**src/rtl/cv32e40p_pkg.sv**
```systemverilog
// Shared types for the EX-stage divider: opcode encoding, FSM states and a
// magnitude helper used when operands are captured.
package cv32e40p_pkg;

  // bit 1 selects remainder, bit 0 selects signed arithmetic
  typedef enum logic [1:0] {
    DIV_DIVU = 2'b00,
    DIV_DIV  = 2'b01,
    DIV_REMU = 2'b10,
    DIV_REM  = 2'b11
  } div_opcode_e;

  typedef enum logic [2:0] {
    DIV_IDLE,
    DIV_PREP,
    DIV_DIVIDE,
    DIV_FIX,
    DIV_FINISH
  } div_state_e;

  function automatic logic [31:0] div_abs(input logic [31:0] v, input logic sgn);
    return (sgn && v[31]) ? (32'd0 - v) : v;
  endfunction

endpackage

```
**src/rtl/cv32e40p_div_lzc.sv**
```systemverilog
// 32-bit leading-zero counter; returns 32 for an all-zero input.
// Only instantiated when CV32E40P_DIV_EARLY_EXIT_EN is defined.
module cv32e40p_div_lzc (
  input  logic [31:0] data_i,
  output logic [5:0]  lz_o
);

  // scan upward so the highest set bit determines the count
  always_comb begin
    lz_o = 6'd32;
    for (int i = 0; i < 32; i++) begin
      if (data_i[i]) lz_o = 6'(31 - i);
    end
  end

endmodule

```
**src/rtl/cv32e40p_div_seq.sv**
```systemverilog
// Iterative radix-2 restoring divider for DIV/DIVU/REM/REMU.
// Optional macro CV32E40P_DIV_EARLY_EXIT_EN skips the dividend's leading zeros.
//
// state      | meaning
// DIV_IDLE   | ready for a new operation
// DIV_PREP   | load remainder/quotient registers and iteration counter
// DIV_DIVIDE | one quotient bit per cycle
// DIV_FIX    | apply result signs, select quotient or remainder
// DIV_FINISH | result valid, wait for ex_ready_i
module cv32e40p_div_seq
  import cv32e40p_pkg::*;
#(
  parameter int DATA_W = 32
) (
  input  logic              clk,
  input  logic              rst,
  input  logic              enable_i,
  input  div_opcode_e       operator_i,
  input  logic [DATA_W-1:0] op_a_i,
  input  logic [DATA_W-1:0] op_b_i,
  input  logic              flush_i,
  output logic [DATA_W-1:0] result_o,
  output logic              multicycle_o,
  output logic              ready_o,
  input  logic              ex_ready_i
);

  div_state_e  state_q, state_d;
  logic [31:0] a_abs_q, b_abs_q, rem_q, q_q, result_q;
  logic [4:0]  cnt_q;
  logic        q_neg_q, r_neg_q, is_rem_q;

  logic        accept, sgn, special;
  logic [31:0] a_abs, b_abs, special_res;
  logic [32:0] trial;

  assign result_o = result_q;
  assign sgn      = operator_i[0];
  assign a_abs    = div_abs(op_a_i, sgn);
  assign b_abs    = div_abs(op_b_i, sgn);

  // special cases resolved at accept, bypassing the iteration entirely
  always_comb begin
    special     = 1'b0;
    special_res = 32'd0;
    if (op_b_i == 32'd0) begin
      special     = 1'b1;
      special_res = operator_i[1] ? op_a_i : 32'hFFFF_FFFF;
    end else if (sgn && op_a_i == 32'h8000_0000 && op_b_i == 32'hFFFF_FFFF) begin
      special     = 1'b1;
      special_res = operator_i[1] ? 32'd0 : 32'h8000_0000;
    end
`ifdef CV32E40P_DIV_EARLY_EXIT_EN
    else if (a_abs == 32'd0) begin
      special     = 1'b1;
      special_res = 32'd0;
    end
`endif
  end

  // FSM state register
  always_ff @(posedge clk or posedge rst) begin
    if (rst) state_q <= DIV_IDLE;
    else     state_q <= state_d;
  end

  // next state and handshake outputs; flush overrides everything
  always_comb begin
    state_d      = state_q;
    ready_o      = 1'b0;
    multicycle_o = 1'b0;
    accept       = 1'b0;
    case (state_q)
      DIV_IDLE: begin
        ready_o = 1'b1;
        if (enable_i && !flush_i) begin
          ready_o = 1'b0;
          accept  = 1'b1;
          state_d = special ? DIV_FINISH : DIV_PREP;
        end
      end
      DIV_PREP: begin
        multicycle_o = 1'b1;
        state_d      = DIV_DIVIDE;
      end
      DIV_DIVIDE: begin
        multicycle_o = 1'b1;
        if (cnt_q == 5'd0) state_d = DIV_FIX;
      end
      DIV_FIX: begin
        multicycle_o = 1'b1;
        state_d      = DIV_FINISH;
      end
      DIV_FINISH: begin
        ready_o = 1'b1;
        if (ex_ready_i) state_d = DIV_IDLE;
      end
      default: state_d = DIV_IDLE;
    endcase
    if (flush_i) state_d = DIV_IDLE;
  end

  // trial subtraction of the divisor from the shifted partial remainder
  always_comb begin
    trial = {rem_q, q_q[31]} - {1'b0, b_abs_q};
  end

`ifdef CV32E40P_DIV_EARLY_EXIT_EN
  logic [5:0] lz;
  cv32e40p_div_lzc u_lzc (
    .data_i (a_abs_q),
    .lz_o   (lz)
  );
`endif

  // operand capture, iteration datapath and result register
  always_ff @(posedge clk or posedge rst) begin
    if (rst) begin
      a_abs_q  <= '0;
      b_abs_q  <= '0;
      rem_q    <= '0;
      q_q      <= '0;
      cnt_q    <= '0;
      q_neg_q  <= 1'b0;
      r_neg_q  <= 1'b0;
      is_rem_q <= 1'b0;
      result_q <= '0;
    end else begin
      if (accept) begin
        a_abs_q  <= a_abs;
        b_abs_q  <= b_abs;
        q_neg_q  <= sgn & (op_a_i[31] ^ op_b_i[31]);
        r_neg_q  <= sgn & op_a_i[31];
        is_rem_q <= operator_i[1];
        if (special) result_q <= special_res;
      end
      case (state_q)
        DIV_PREP: begin
          rem_q <= '0;
`ifdef CV32E40P_DIV_EARLY_EXIT_EN
          q_q   <= a_abs_q << lz;
          cnt_q <= 5'(6'd31 - lz);
`else
          q_q   <= a_abs_q;
          cnt_q <= 5'd31;
`endif
        end
        DIV_DIVIDE: begin
          if (!trial[32]) begin
            rem_q <= trial[31:0];
            q_q   <= {q_q[30:0], 1'b1};
          end else begin
            rem_q <= {rem_q[30:0], q_q[31]};
            q_q   <= {q_q[30:0], 1'b0};
          end
          cnt_q <= cnt_q - 5'd1;
        end
        DIV_FIX: begin
          if (is_rem_q) result_q <= r_neg_q ? (32'd0 - rem_q) : rem_q;
          else          result_q <= q_neg_q ? (32'd0 - q_q) : q_q;
        end
        default: ;
      endcase
      if (flush_i) cnt_q <= '0;
    end
  end

endmodule

```
**config.mk**
```make
export PLATFORM = sky130hd
export DESIGN_NAME = cv32e40p_div_seq
export DESIGN_NICKNAME = d
export VERILOG_FILES = /design/src/rtl/cv32e40p_pkg.sv /design/src/rtl/cv32e40p_div_lzc.sv /design/src/rtl/cv32e40p_div_seq.sv
export SDC_FILE = /design/constraint.sdc
export NUM_CORES = 1
export LEC_CHECK = 0
export ABC_AREA = 1
export BUFFER_PORTS_ARGS = -buffer_cell sky130_fd_sc_hd__buf_2
export CORE_MARGIN = 4
export CORE_UTILIZATION = 39
export CTS_CLUSTER_DIAMETER = 150
export DETAILED_ROUTE_END_ITERATION = 8
export SLEW_MARGIN = 5
export SYNTH_ARGS = -nofsm -noshare
export SYNTH_HDL_FRONTEND = slang
export SYNTH_HIERARCHICAL = 1
export SYNTH_SLANG_ARGS = --single-unit
```
**constraint.sdc**
```tcl
create_clock -name clk -period 12.3 [get_ports clk]
set_input_delay 2.46 -clock clk [delete_from_list [all_inputs] [get_ports clk]]
set_output_delay 2.46 -clock clk [all_outputs]
set_load 0.02 [all_outputs]
```
Word-level counts from Yosys, hierarchy flattened
Cells that the tools add are included.
{"block": "classes", "mux": 31, "n_eq_ne": 9, "bitwise": 3, "n_addsub": 6, "n_reduce_logical": 16}
{"operator": "32-bit 2-to-1 mux", "count": 13}
{"operator": "32-bit one-hot mux with 2 select lines", "count": 2}
{"operator": "1-bit by 32-bit subtractor with 32-bit output, first input constant", "count": 4}
{"operator": "32-bit equality test, second input constant", "count": 2}
{"operator": "33-bit by 32-bit subtractor with 33-bit output", "count": 1}
{"operator": "32-bit logical NOT", "count": 1}
{"operator": "3-bit 2-to-1 mux", "count": 5}
{"operator": "3-bit one-hot mux with 5 select lines", "count": 1}
{"operator": "5-bit one-hot mux with 2 select lines", "count": 1}
{"operator": "3-bit != test, second input constant", "count": 3}
{"operator": "1-bit 2-to-1 mux", "count": 7}
{"operator": "3-bit by 2-bit equality test with 1-bit output, second input constant", "count": 2}
{"operator": "2-bit nonzero test", "count": 3}
{"operator": "1-bit logical AND", "count": 5}
{"operator": "5-bit logical NOT", "count": 1}
{"operator": "5-bit 2-to-1 mux", "count": 1}
{"operator": "5-bit by 1-bit subtractor with 5-bit output, second input constant", "count": 1}
{"operator": "3-bit by 1-bit equality test with 1-bit output, second input constant", "count": 1}
{"operator": "3-bit equality test, second input constant", "count": 1}
{"operator": "3-bit logical NOT", "count": 1}
{"operator": "3-bit AND reduction", "count": 1}
{"operator": "3-bit nonzero test", "count": 1}
{"operator": "3-bit OR reduction", "count": 1}
{"operator": "1-bit AND", "count": 2}
{"operator": "other kinds (4)", "count": 4}
{"block": "word_totals", "regBits": 171, "output_inout_bits": 34, "input_bits": 71, "wordCells": 75}

Depth between registers and ports, before layout
{"block": "logic_depth", "depth_word": 9, "ltp_mapped": 18, "ltp_nobuf": 17}

Worst setup path before layout
No wires, ideal clock.
{"block": "synth_path", "kind": "in2out", "from": "in flush_i", "to": "out ready_o", "cell_stages": 4, "arrival_time_ps": 2888, "path_buffers": 0, "path_slack_ps": 6952, "required_ps": 9840, "path_cell_list": "inv_2 -> nand2_1 -> nor2_1 -> nor2_1"}
{"block": "synth_via", "elab_chain_len": 4}
{"element": "start: declaration", "line_no": "cv32e40p_div_seq.sv:21", "rtl": "input logic flush_i,"}
{"element": "1-bit logical NOT", "line_no": "cv32e40p_div_seq.sv:76", "rtl": "if (enable_i && !flush_i) begin"}
{"element": "1-bit logical AND", "line_no": "cv32e40p_div_seq.sv:76"}
{"element": "1-bit 2-to-1 mux", "line_no": "cv32e40p_div_seq.sv:76"}
{"element": "1-bit one-hot mux with 2 select lines", "line_no": "cv32e40p_div_seq.sv:73", "rtl": "case (state_q)"}
{"element": "end: declaration", "line_no": "cv32e40p_div_seq.sv:24", "rtl": "output logic ready_o,"}
No other way between the ends.

Worst setup path after layout
Same ends and word-level chain as after synthesis.

==> flow_summary_export.csv <==
group,metric,value,unit
synthesis,syn_inst,2360,
routing,routed-wl-met3,2.921,mm
floorplanning,die-width,199.7,um
synthesis,async_flop_share,100.0,%
routing,ant_nets,0,
floorplanning,die_height,199.7,um
cts,cts_num_sinks,171,
layout,finalInstanceArea,15820,um^2
layout,final_nets,2531,
global_route,grt_usage,24.56,%
cts,cts-root-buf,"clkbuf_16",
timing,min_period,5.533,ns
placement,dpl.hpwl,38.43,mm
timing,hold_viol,0,
synthesis,synth-main-ff-cell,"dfrtp_1",
global_route,grt_pass1_wl,76.87,mm
global_route,grt_max_degree,86,
cts,clock_path_buffers,2,
timing,post-route-period-util,44.98,%
timing,clock.fmax,0.1807,GHz
routing,drtIter0Drc,1269,
global_route,antenna_found_initial,1,
synthesis,syn-num-nets,2471,
setup_path,end_kind,"primary output",
timing,rsz0062_at_grt,"false",
layout,nFillCells,3964,
layout,areaGrowthSynthToFinish,10.35,%
synthesis,yosysSeqAreaShare,29.86,%
floorplanning,start_util,39.91,%
floorplanning,die-area,39880,um^2
cts,ctsHoldBuffers,0,
cts,htree_levels,4,
routing,wl,49.02,mm
synthesis,ys_ff_latch,171,
pwr,p_leak,8.568,nW
routing,met2_length,21.57,mm
synthesis,synth_edf_count,0,
placement,numPortBuffers,104,
synthesis,ys_warn_count,6,
setup_path,worstPathRequired,9.84,ns
global_route,overflow,0,
layout,drive_gt1_share,7.768,%
pwr,power,3.178,mW
routing,dr.pass1.iters,6,
global_route,grt_pass1_vias,14120,
placement,gp_congestion,0.9235,
routing,wl_met1,23.09,mm
routing,route.vias.total,15220,
setup_path,worstPathArrival,3.07,ns
floorplanning,io_pins,105,
job,max_cap_viol_count,0,
pwr,p_per_area,200.9,nW/um^2
cts,cts_tree,"yes",
timing,slew_headroom,27.56,%
timing,worst_pin_slew,1.080,ns
setup_path,crit_path_start_kind,"input port",
routing,drc,0,
status,status,"completed",
synthesis,syn_area,14330,um^2
cts,ctsResizeCount,0,
floorplanning,placementRows,69,
timing,final-setup-viol-count,0,
synthesis,avgSynthCellArea,6.073,um^2
setup_path,crit_type,"in2out",
routing,post_drt_wl_per_cell,16.94,um
placement,placed_area,15210,um^2
timing,fin_setup_tns,0,ns
pwr,ir_drop,0.1049,mV
timing,skew,0.01204,ns
cts,clk_latency,0.46,ns
cts,post_cts_buffers,0,
setup_path,crit_fanout,4,
hold_path,hold_class,"reg2reg",
synthesis,synth_cell_types,44,
cts,cts.clk_slew.worst_paths,0.06,ns
timing,slew_violations,0,
floorplanning,core-area,35910,um^2
timing,holdWs,0.4745,ns
layout,n_antenna_cell,0,
cts,cts_made_buffers,17,
routing,top_layer,"met4",
routing,vias_per_cell,5.257,
-- worst max-delay path, cell delays in order --
cell and delay [ns]:
buf_2 0.11, inv_2 0.06, nand2_1 0.05, nor2_1 0.14, nor2_1 0.08, buf_2 0.16
-- cells in the final DEF (no fill, tap or decap), types with 12 or more instances in the layout --
master,n
a21oi_1,94
buf_2,104
buf_4,13
clkbuf_16,17
dfrtp_1,171
ha_1,39
inv_1,307
inv_2,12
nand2_1,772
nand3_1,263
nand3b_1,14
nand4_1,39
nor2_1,240
nor3_1,22
o211ai_1,14
o21ai_0,150
o21ai_1,12
o22ai_1,31
xnor2_1,14
xor2_1,35
-- final timing paths --
kind	endpoint	depth (start not counted)	slack (ns)	startpoint
worst max-delay path	ready_o	6	6.77	flush_i
worst min-delay path	result_o[15]$_DFFE_PP0P_	2	0.47	result_o[15]$_DFFE_PP0P_
worst max register to register	result_o[8]$_DFFE_PP0P_	9	9.03	state_q[2]$_DFFE_PP0P_
worst min register to register	result_o[15]$_DFFE_PP0P_	2	0.47	result_o[15]$_DFFE_PP0P_
max in group asynchronous	q_q[30]$_DFFE_PP0P_	3	8.96	rst
min in group asynchronous	result_o[4]$_DFFE_PP0P_	2	2.07	rst
-- metrics by stage --
stage / instances / util [%] / setup slack (ns)
final: 2894 / 44.04 / 6.767
after global routing: 2894 / 44.04 / 6.690
after CTS: 2894 / 44.04 / 6.771
after detailed placement: 2862 / 42.35 / 6.774
after global placement: 2862 / 42.35 / 6.765
after floorplan: 2360 / - / 5.208
-- report_power, final --
| group | switching (mW) | internal (mW) | total, mW |
|---|---|---|---|
| combinational | 1.14 | 0.508 | 1.65 |
| sequential | 0.170 | 0.780 | 0.950 |
| clock | 0.247 | 0.331 | 0.578 |
| total | 1.56 | 1.62 | 3.18 |
-- per-layer routing --
metal | global-route usage (%) | vias to the layer above
met5 | 0 | -
met4 | 7.748 | 0
met3 | 4.401 | 77
met2 | 37.26 | 435
met1 | 35.64 | 7036
li1 | - | 7667
-- cells in the mapped netlist, types with 10 or more instances --
master      n  area share [%]
inv_1     308             8.1
nand3_1   263             9.2
a21oi_1    94             3.3
o21ai_0   150             5.2
inv_2      12            0.31
nor3_1     24            0.84
xor2_1     35             2.1
dfrtp_1   171              30
o21ai_1    12            0.42
nand2_1   772              20
nand4_1    39             1.7
o211ai_1   14            0.73
o22ai_1    31             1.4
ha_1       39             3.4
nand3b_1   14            0.73
buf_1      10            0.26
buf_2      13            0.45
clkbuf_1   46             1.2
xnor2_1    14            0.86
nor2_1    241             6.3
-- state kept, by name, summed over array words and instances (netlist names) --
name and flops:
result_o 32, q_neg_q 1, is_rem_q 1, a_abs_q 32, r_neg_q 1, b_abs_q 32
cnt_q 5, q_q 32, rem_q 32, state_q 3
-- layout make-up --
class	count	area, um^2	area share [%]
Timing Repair Buffer	117	618.1	3.908
Clock inverter	9	138.9	0.8782
Inverter	323	1217	7.698
Sequential cell	171	4279	27.06
Clock buffer	23	467.9	2.959
Multi-Input combinational cell	1790	8517	53.85
Tap cell	461	576.8	3.647
-- kinds of logic (layout without fill, tap and decap cells) --
| kind of cell | count (synthesis) | after routing | synth area share [%] |
|---|---|---|---|
| xor+xnor | 49 | 49 | 2.994 |
| buf+inv | 399 | 472 | 10.85 |
| fa+ha+maj | 40 | 40 | 3.544 |
| compound gates | 314 | 314 | 11.79 |
| flops | 171 | 171 | 29.86 |
| simple gates | 1387 | 1387 | 40.97 |
(Power assumes the default switching activity.)
